--- src/rtl/booth_multiplier.sv ---
`default_nettype none
// ============================================================================
// Module   : booth_multiplier
// Purpose  : Sequential radix-2 Booth signed multiplier, one iteration/clock.
// Options  : BOOTH_MULTIPLIER_BUSY_EN adds the 'busy' output (high in RUN).
// Revision : 1.0 - initial release
// ============================================================================
module booth_multiplier #(
  parameter int WIDTH = 32
) (
  input  logic                 clk,
  input  logic                 rst_n,
  input  logic                 start,
  input  logic [WIDTH-1:0]     M,
  input  logic [WIDTH-1:0]     Q,
  output logic [2*WIDTH-1:0]   result,
  output logic                 done
`ifdef BOOTH_MULTIPLIER_BUSY_EN
  ,
  output logic                 busy
`endif
);

  localparam int c_CNT_W = $clog2(WIDTH) + 1;
  localparam logic [c_CNT_W-1:0] c_LAST = c_CNT_W'(WIDTH - 1);

  typedef enum logic [1:0] {
    S_IDLE = 2'd0,
    S_RUN  = 2'd1,
    S_DONE = 2'd2
  } state_t;

  state_t               r_state;
  logic [WIDTH:0]       r_a;
  logic [WIDTH-1:0]     r_q;
  logic                 r_q1;
  logic [WIDTH-1:0]     r_m;
  logic [c_CNT_W-1:0]   r_cnt;
  logic [2*WIDTH-1:0]   r_result;
  logic                 r_done;

  logic [WIDTH:0]       w_m_ext;
  logic [WIDTH:0]       w_sum;
  logic [WIDTH:0]       w_a_next;
  logic [WIDTH-1:0]     w_q_next;

  // A is one bit wider than M so that subtracting -2^(WIDTH-1) cannot overflow.
  always_comb begin
    w_m_ext = {r_m[WIDTH-1], r_m};
    w_sum   = r_a;
    case ({r_q[0], r_q1})
      2'b01:   w_sum = r_a + w_m_ext;
      2'b10:   w_sum = r_a - w_m_ext;
      default: w_sum = r_a;
    endcase
    w_a_next = {w_sum[WIDTH], w_sum[WIDTH:1]};
    w_q_next = {w_sum[0], r_q[WIDTH-1:1]};
  end

  always_ff @(posedge clk or negedge rst_n) begin
    if (!rst_n) begin
      r_state  <= S_IDLE;
      r_a      <= '0;
      r_q      <= '0;
      r_q1     <= 1'b0;
      r_m      <= '0;
      r_cnt    <= '0;
      r_result <= '0;
      r_done   <= 1'b0;
    end else begin
      case (r_state)
        S_IDLE, S_DONE: begin
          if (start) begin
            r_m     <= M;
            r_q     <= Q;
            r_a     <= '0;
            r_q1    <= 1'b0;
            r_cnt   <= '0;
            r_done  <= 1'b0;
            r_state <= S_RUN;
          end
        end
        S_RUN: begin
          r_a   <= w_a_next;
          r_q   <= w_q_next;
          r_q1  <= r_q[0];
          r_cnt <= r_cnt + c_CNT_W'(1);
          if (r_cnt == c_LAST) begin
            r_result <= {w_a_next[WIDTH-1:0], w_q_next};
            r_done   <= 1'b1;
            r_state  <= S_DONE;
          end
        end
        default: r_state <= S_IDLE;
      endcase
    end
  end

  assign result = r_result;
  assign done   = r_done;

`ifdef BOOTH_MULTIPLIER_BUSY_EN
  assign busy = (r_state == S_RUN);
`endif

endmodule
`default_nettype wire

--- config.mk ---
export PLATFORM = sky130hd
export DESIGN_NAME = booth_multiplier
export DESIGN_NICKNAME = d
export VERILOG_FILES = /design/src/rtl/booth_multiplier.sv
export SDC_FILE = /design/constraint.sdc
export NUM_CORES = 1
export LEC_CHECK = 0
export ABC_CLOCK_PERIOD_IN_PS = 7210
export CORE_ASPECT_RATIO = 1.2
export CORE_MARGIN = 4
export CORE_UTILIZATION = 60
export DETAILED_ROUTE_END_ITERATION = 16
export PLACE_DENSITY = 0.88
export SYNTH_ARGS = -nofsm -noshare
export SYNTH_HDL_FRONTEND = slang
export SYNTH_SLANG_ARGS = --single-unit
--- constraint.sdc ---
create_clock -name clk -period 7.21 [get_ports clk]
set_input_delay 1.442 -clock clk [delete_from_list [all_inputs] [get_ports clk]]
set_output_delay 1.442 -clock clk [all_outputs]
set_load 0.05 [all_outputs]
**Word level (Yosys, flattened, before mapping)**

Index checks and enable logic that the tools add are counted.

- Register bits: 171
- Output and inout bits: 65
- Word-level logic and storage cells: 40

- Add/sub/neg operators: 3
- Equal/unequal tests: 7
- Mux-type cells: 14
- Reduce and logical (&&, ||, !) cells: 8

Operator list:

| kind | count |
|---|---|
| $pmux W33 S2 | 2 |
| $pmux W32 S2 | 1 |
| $add A33 B33 Y33 | 1 |
| $mux W33 | 1 |
| $sub A33 B33 Y33 | 1 |
| $mux W32 | 1 |
| $pmux W6 S2 | 1 |
| $reduce_and A2 Y1 | 4 |
| $add A6 B1 Y6 const B | 1 |
| $eq A6 B5 Y1 const B | 1 |
| $mux W6 | 1 |
| $eq A2 B1 Y1 const B | 2 |
| $eq A2 B2 Y1 const B | 2 |
| $mux W2 | 2 |
| $ne A2 B2 Y1 const B | 2 |
| $pmux W1 S2 | 2 |
| $pmux W2 S2 | 1 |
| $reduce_and A3 Y1 | 1 |
| $logic_not A2 Y1 | 1 |
| $mux W1 | 2 |
| $reduce_bool A2 Y1 | 1 |
| $reduce_or A2 Y1 | 1 |

**Depth between registers and ports, before layout**

Gate-level depths: netlist (run 1).

- Word-level depth: 4
- Depth in mapped cells: 18
- Mapped depth without buffers: 18

**Worst setup path after synthesis (run 1)**

No wires, ideal clock.

- Path type: register to register
- From: reg r_m[0]
- To: reg r_a[30]
- Setup time: 0.126 ns
- Data arrival time: 3.872 ns
- Data required time: 7.084 ns
- Setup slack: 3.212 ns
- Cell stages (with the launch flop): 17
- Buffers on the path: 0
- Clock period less this slack: 3.998 ns
- Cells stage by stage: dfrtp_1 -> inv_1 -> ha_1 -> or4b_1 -> nor4_4 -> and2_1 -> a31oi_1 -> xnor2_1 -> ha_1 -> a21o_1 -> a21o_1 -> a21o_1 -> o31a_1 -> and3b_4 -> a2111oi_4 -> xnor2_1 -> a221o_1

- Word-level cells in the longest chain between the ends: 3

RTL lines:

| element | RTL line | text |
|---|---|---|
| from (decl) | 37 | `logic [WIDTH-1:0] r_m;` |
| from (signal assigned) | 66 | `r_m <= '0;` |
| from (signal assigned) | 74 | `r_m <= M;` |
| $sub A33 B33 Y33 / $add A33 B33 Y33 (equally long branches) | 53, 52 |  |
| $pmux W33 S2 (*) | 51 | `case ({r_q[0], r_q1})` |
| $pmux W33 S2 (*) | 71 | `case (r_state)` |
| to (signal assigned) | 84 | `r_a <= w_a_next;` |
| to (decl) | 34 | `logic [WIDTH:0] r_a;` |

Every way passes the cells marked *; elsewhere a longest branch is shown, timed or not.
A chain may end at the register's enable or synchronous reset.

**Worst setup path after layout (run 1)**

- From: reg r_m[3]
- To: reg r_result[63] (netlist: result[63])

- Word-level cells in the longest chain between the ends: 2

RTL lines:

| element | RTL line | text |
|---|---|---|
| $sub A33 B33 Y33 / $add A33 B33 Y33 (equally long branches) | 53, 52 |  |
| $pmux W33 S2 (*) | 51 |  |
| to (signal assigned) | 89 | `r_result <= {w_a_next[WIDTH-1:0], w_q_next};` |
| to (decl) | 39 | `logic [2*WIDTH-1:0] r_result;` |

Marks and branches as above.

==> impl_metrics.yaml, run 1 <==
floorplan:
  die_h_um: 144
  die_width_um: 121
  start_util_pct: 61.4
  dieArea_um2: 17400
  core-area_um2: 15000
  row_count: 49
  ios: 132
drt:
  wl_per_cell_um: 17.3
  drt_iter0_markers: 749
  drt_wl_total_um: 23900
  vias: 8244
  drc: 0
  viasPerCell: 5.94
  drtAntennaViolNets: 0
  firstDrtPassIters: 5
finish:
  area_growth_pct: 21.9
  nNetsFinal: 1275
  regArea_um2: 4250
  nFillCells: 1074
  diodes: 0
  multi_input_area_um2: 4730
  layout-drive-gt1-share_pct: 5.66
synthesis:
  yosys_most_used_dff: "dfrtp_1"
  synth-edff-count: 0
  synth-seq-cells: 170
  synth-async-reset-ratio_pct: 100
  yosysSeqAreaShare_pct: 46.1
  synth_cells: 1067
  syn_avg_cell_area_um2: 8.64
  yosys-top-cells-area: "dfrtp_1 (46%), nand2_1 (14%), ha_1 (4.8%)"
  ys_warn_count: 0
  synth_most_common_cell: "nand2_1"
  synth_area_leader_cell: "dfrtp_1"
  ys_types: 65
  synthTopCellsByCount: "nand2_1 (351), dfrtp_1 (170), o21ai_0 (75), a21oi_1 (50), clkbuf_1 (48)"
  yosys.area.top_type_share_pct: 46.1
  syn_nets: 1170
  netlist_area_um2: 9220
placement:
  detailed_place_hpwl_um: 16500
  globalplace.congestion: 0.990
  port_buffers: 131
global_route:
  overflow: 0
  grt_max_degree: 72
  grt_antenna_before_repair: 0
  grtUsageTotal_pct: 27.6
  grt_pass1_vias: 7785
  grt_pass1_wl_um: 38400
sta:
  tightest_slew_ns: 0.750
  relSlewSlack_pct: 50.0
  setup_viol: 0
  fin_tns_setup_ns: 0
  drv_slew: 0
  fin_crit_sh_pct: 63.7
  period_needed_ns: 4.59
  report.final.hold_viol_count: 0
  rsz0062_at_grt: "no"
  clock-skew-final_ns: 0.0128
  fmax_mhz: 218
critical_path:
  worstSetupEndpointType: "flip-flop"
  critPathMaxFanout: 7
  startpoint_type: "flip-flop"
  path_class: "reg -> reg"
  cpMostUsedCell: "nor2_1"
  critical_path.slowest_cell: "a221oi_1"
  cp_num_buf_inv: 0
  path_delay_family: "simple AND/OR/NAND/NOR gates"
  arrival_ns: 4.95
  max_stage_delay_ns: 0.45
  cp_data_required_time_ns: 7.57
  path_cells: "or3_1, nor3_1, nor4b_2, and3_1, nand2_1, nor2_1, nor2_1, xnor2_1, ha_1, a21oi_1, o21ai_0, a221oi_1, nor2_1, a31oi_1, a31o_2, xnor2_1, or3_1, a31oi_1"
clock_network:
  clockRootBuffer: "clkbuf_16"
  holdBufCountCts: 0
  cts_buffers: 17
  insertion_delay_ns: 0.44
  clock-sinks: 170
  cts.path.max_buffers: 2
  cts_max_level: 4
  post_cts_resized: 0
  postCtsSetupBuffers: 0
  cts.clk_slew.worst_paths_ns: 0.06
  cts_tree: "yes"
hold_path:
  hold_path.class: "reg -> reg"
outcome:
  status: "complete, no violations"
job:
  cap_violations: 0
-- routing by layer --
layer | up-vias | track usage (%) | part of all wire [%]
met5 | - | 0 | 0
met4 | 0 | 12.2 | 3.3
met2 | 378 | 43.9 | 47
met1 | 3941 | 38.0 | 43
met3 | 54 | 4.25 | 6.8
li1 | 3871 | - | -
-- tightest hold or removal path, cell delays in order, from the launching register on --
cell	delay (ns)
dfrtp_1	0.34
nand2_1	0.05
nand2_1	0.05
-- cell families (layout without fill, tap and decap cells) --
group,Yosys count,count (layout),synth area share [%]
AOI/OAI and AO/OA,245,245,17.3
xor gates and xnor gates,58,58,5.51
adders and majority gates,36,36,4.97
buffers and inverters,72,189,2.95
DFF,170,170,46.1
muxes,11,11,1.28
and+or+nand+nor,475,475,21.9
-- per-stage QoR --
| stage | worst slack [ns] | hold slack, ns | area (um2) | utilization (%) | cells |
|---|---|---|---|---|---|
| global placement | 2.91 | 0.458 | 10700 | 71.2 | 1357 |
| finish | 2.62 | 0.472 | 11200 | 74.8 | 1388 |
| floorplan | 3.21 | 0.460 | 9220 | - | 1067 |
| detailed placement | 2.78 | 0.461 | 10700 | 71.2 | 1357 |
| CTS | 2.73 | 0.477 | 11200 | 74.8 | 1388 |
| global route | 2.32 | 0.495 | 11200 | 74.8 | 1388 |
-- path summary, 6_finish.rpt --
path	to	depth (start not counted)	slack, ns	start
setup / recovery	result[63]$_DFFE_PN0P_	18	2.62	r_m[3]$_DFFE_PN0P_
hold / removal	result[1]$_DFFE_PN0P_	2	0.47	result[1]$_DFFE_PN0P_
setup reg to reg	result[63]$_DFFE_PN0P_	18	2.62	r_m[3]$_DFFE_PN0P_
hold reg to reg	result[1]$_DFFE_PN0P_	2	0.47	result[1]$_DFFE_PN0P_
max in group asynchronous	result[27]$_DFFE_PN0P_	2	5.12	rst_n
min in group asynchronous	result[32]$_DFFE_PN0P_	1	0.97	rst_n
-- layout by cell type (no fill, tap or decap), types with 11 or more instances in the layout --
cell type and n:
nand2_1 350, dfrtp_1 170, clkdlybuf4s50_1 130, o21ai_0 75, a21oi_1 50, xnor2_1 44, nor2_1 43, ha_1 35
a22oi_1 32, clkbuf_16 17, inv_1 16, a21o_1 15, xor2_1 14, a22o_1 11, nor3_1 11, buf_4 11
-- sequential cells by signal, indices dropped and copies added, names as in the netlist --
name	count
done	1
r_a	32
r_cnt	6
r_m	32
r_q	32
r_q1	1
r_state	2
result	64
-- layout make-up --
| type | count | area share, % |
|---|---|---|
| multi-input cells | 825 | 42.1 |
| flip-flops and latches | 170 | 37.9 |
| repair buffers | 142 | 12.4 |
| clock buffers | 19 | 4.03 |
| well taps | 204 | 2.27 |
| clock inverters | 12 | 0.846 |
| inverters | 16 | 0.534 |
Power of run 1 is not shown: default switching activity piles up to over one toggle a cycle in this logic, so the estimate is an artifact.
==> run 2, diff against run 1 <==
==> config.mk (replaced) <==
export PLATFORM = sky130hd
export DESIGN_NAME = booth_multiplier
export DESIGN_NICKNAME = d
export VERILOG_FILES = /design/src/rtl/booth_multiplier.sv
export SDC_FILE = /design/constraint.sdc
export NUM_CORES = 1
export LEC_CHECK = 0
export ABC_CLOCK_PERIOD_IN_PS = 4800
export CORE_ASPECT_RATIO = 1.2
export CORE_MARGIN = 4
export CORE_UTILIZATION = 55
export DETAILED_ROUTE_END_ITERATION = 16
export PLACE_DENSITY = 0.81
export SYNTH_ARGS = -nofsm -noshare
export SYNTH_HDL_FRONTEND = slang
export SYNTH_SLANG_ARGS = --single-unit
==> constraint.sdc (replaced) <==
create_clock -name clk -period 4.8 [get_ports clk]
set_input_delay 0.96 -clock clk [delete_from_list [all_inputs] [get_ports clk]]
set_output_delay 0.96 -clock clk [all_outputs]
set_load 0.05 [all_outputs]
==> run 2 against run 1 <==
  * Clock skew fell by 0.0041 ns
  * Sequential share of layout area fell by 0.28 points
  * Fmax rose by 3.4%
  * Via count fell by 4.1%
  * Highest routed layer unchanged
  * Die area rose by 8.5%
  * Critical path depth fell by 1
  * Critical path type unchanged
==> impl_metrics.yaml, run 2 (same netlist as run 1, synthesis figures left out) <==
outcome:
  status: "complete, no violations"
sta:
  drv_slew: 0
  fmax_mhz: 225
  relSlewSlack_pct: 45.5
  tightest_slew_ns: 0.818
  report.final.hold_viol_count: 0
  setup_ws_ns: 0.360
  clock-skew-final_ns: 0.00862
  rsz0062_at_grt: "no"
  period_needed_ns: 4.44
  fin_tns_setup_ns: 0
  fin_crit_sh_pct: 92.5
  setup_viol: 0
placement:
  globalplace.congestion: 0.902
  post-place-ws_ns: 0.391
  placed_area_um2: 10700
  detailed_place_hpwl_um: 16900
  port_buffers: 131
global_route:
  grt_antenna_before_repair: 0
  overflow: 0
  grt_pass1_vias: 7426
  grt_pass1_wl_um: 39300
  grt_busiest_layer: "met2"
  grt_max_degree: 88
  grt_use_met2_pct: 40.4
  grtUsageMet1_pct: 38.3
  grtUsageTotal_pct: 25.9
  grtUsageMet3_pct: 3.68
floorplan:
  dieArea_um2: 18900
  row_count: 51
  start_util_pct: 56.4
  ios: 132
  core-area_um2: 16300
  die_width_um: 126
  die_h_um: 150
drt:
  drc: 0
  drt_iter0_markers: 621
  drt_wl_total_um: 24100
  vias: 7908
  drtAntennaViolNets: 0
  firstDrtPassIters: 5
  wl_per_cell_um: 17.2
  viasPerCell: 5.66
finish:
  most-common-layout-cells: "nand2_1 (350), dfrtp_1 (170), clkdlybuf4s50_1 (130), o21ai_0 (75), a21oi_1 (50)"
  layout-drive-gt1-share_pct: 5.82
  diodes: 0
  nNetsFinal: 1276
  fin_area_um2: 11300
  nFillCells: 1311
  fin_util_pct: 69.3
  final_common_cell: "nand2_1"
  area_growth_pct: 22.8
  largest_reg_flops: 64
critical_path:
  arrival_ns: 4.76
  ff2ff_path_depth: 17
  startpoint_type: "flip-flop"
  r2r_start: "r_m[0]$_DFFE_PN0P_"
  r2r-end: "r_a[30]$_DFFE_PN0P_"
  critPathMaxFanout: 7
  timing.critical_path.from: "r_m[0]$_DFFE_PN0P_"
  worstSetupEndpointType: "flip-flop"
  path_class: "reg -> reg"
  max_stage_delay_ns: 0.57
  r2r_slack_ns: 0.36
  cp_data_required_time_ns: 5.12
  path_cells: "inv_1, ha_1, or4b_1, nor4_4, and2_1, nor2_1, xnor2_1, ha_1, a21oi_1, o21ai_1, o211ai_1, a21oi_1, o31a_1, and3b_4, a2111oi_4, xnor2_1, a221o_1"
  critical_path.slowest_cell: "or4b_1"
clock_network:
  clock-sinks: 170
  insertion_delay_ns: 0.43
  holdBufCountCts: 0
  clockRootBuffer: "clkbuf_16"
  cts_buffers: 17
  cts.path.max_buffers: 2
  cts_max_level: 4
  cts.clk_slew.worst_paths_ns: 0.07
  cts_tree: "yes"
hold_path:
  holdPathStages: 2
  hold_path.class: "reg -> reg"
  holdPathEnd: "result[13]$_DFFE_PN0P_"
  min-delay-start: "result[13]$_DFFE_PN0P_"
job:
  cap_violations: 0
## run 2: stage by stage
step | hold WS, ns | instances
floorplan | 0.460 | 1067
global placement | 0.456 | 1366
detailed placement | 0.462 | 1366
CTS | 0.479 | 1398
global route | 0.497 | 1398
finish | 0.474 | 1398
## run 2: final cells by class
type / instances / area, um2 / share of cell area (%)
clock buffer: 18 / 429 / 3.79
clock inverter: 14 / 178 / 1.57
inverter: 16 / 60.1 / 0.531
multi-input combinational: 825 / 4730 / 41.8
sequential: 170 / 4250 / 37.6
tap: 212 / 265 / 2.34
timing repair buffer: 143 / 1400 / 12.4
## run 2: timing repair
| action | in CTS | in global routing |
|---|---|---|
| buffers inserted | 0 | 0 |
| resized for setup | 0 | 1 |
| endpoints found under the setup margin | 0 | 1 |
## run 2: worst max-delay path by stage
| stage | to | slack (ns) | cells past startpoint |
|---|---|---|---|
| final | r_a[30]$_DFFE_PN0P_ | 0.36 | 17 |
| after global routing | result[63]$_DFFE_PN0P_ | 0.05 | 17 |
| after CTS | result[63]$_DFFE_PN0P_ | 0.37 | 17 |
| after detailed placement | result[63]$_DFFE_PN0P_ | 0.39 | 17 |
| after global placement | result[63]$_DFFE_PN0P_ | 0.48 | 17 |
| after floorplan | r_a[30]$_DFFE_PN0P_ | 0.80 | 16 |
## run 2: worst max-delay path: cells and delay by family, from the launching register on
kind / cells / cell delay [ns]
flip-flops: 1 / 0.43
adder cells (fa/ha/maj): 2 / 0.57
AO/OA/AOI/OAI: 7 / 1.62
buffers and inverters: 1 / 0.09
XOR/XNOR: 2 / 0.26
AND/OR/NAND/NOR: 5 / 1.34
## run 2: routing by layer
metal | share of wire (%) | wire (um) | vias to the layer above
met4 | 2.2 | 519 | 0
met3 | 5.0 | 1210 | 33
li1 | - | - | 3867
met2 | 46 | 11100 | 252
met5 | 0 | 0 | -
met1 | 47 | 11200 | 3756
Power of run 2 is left out for the same reason.
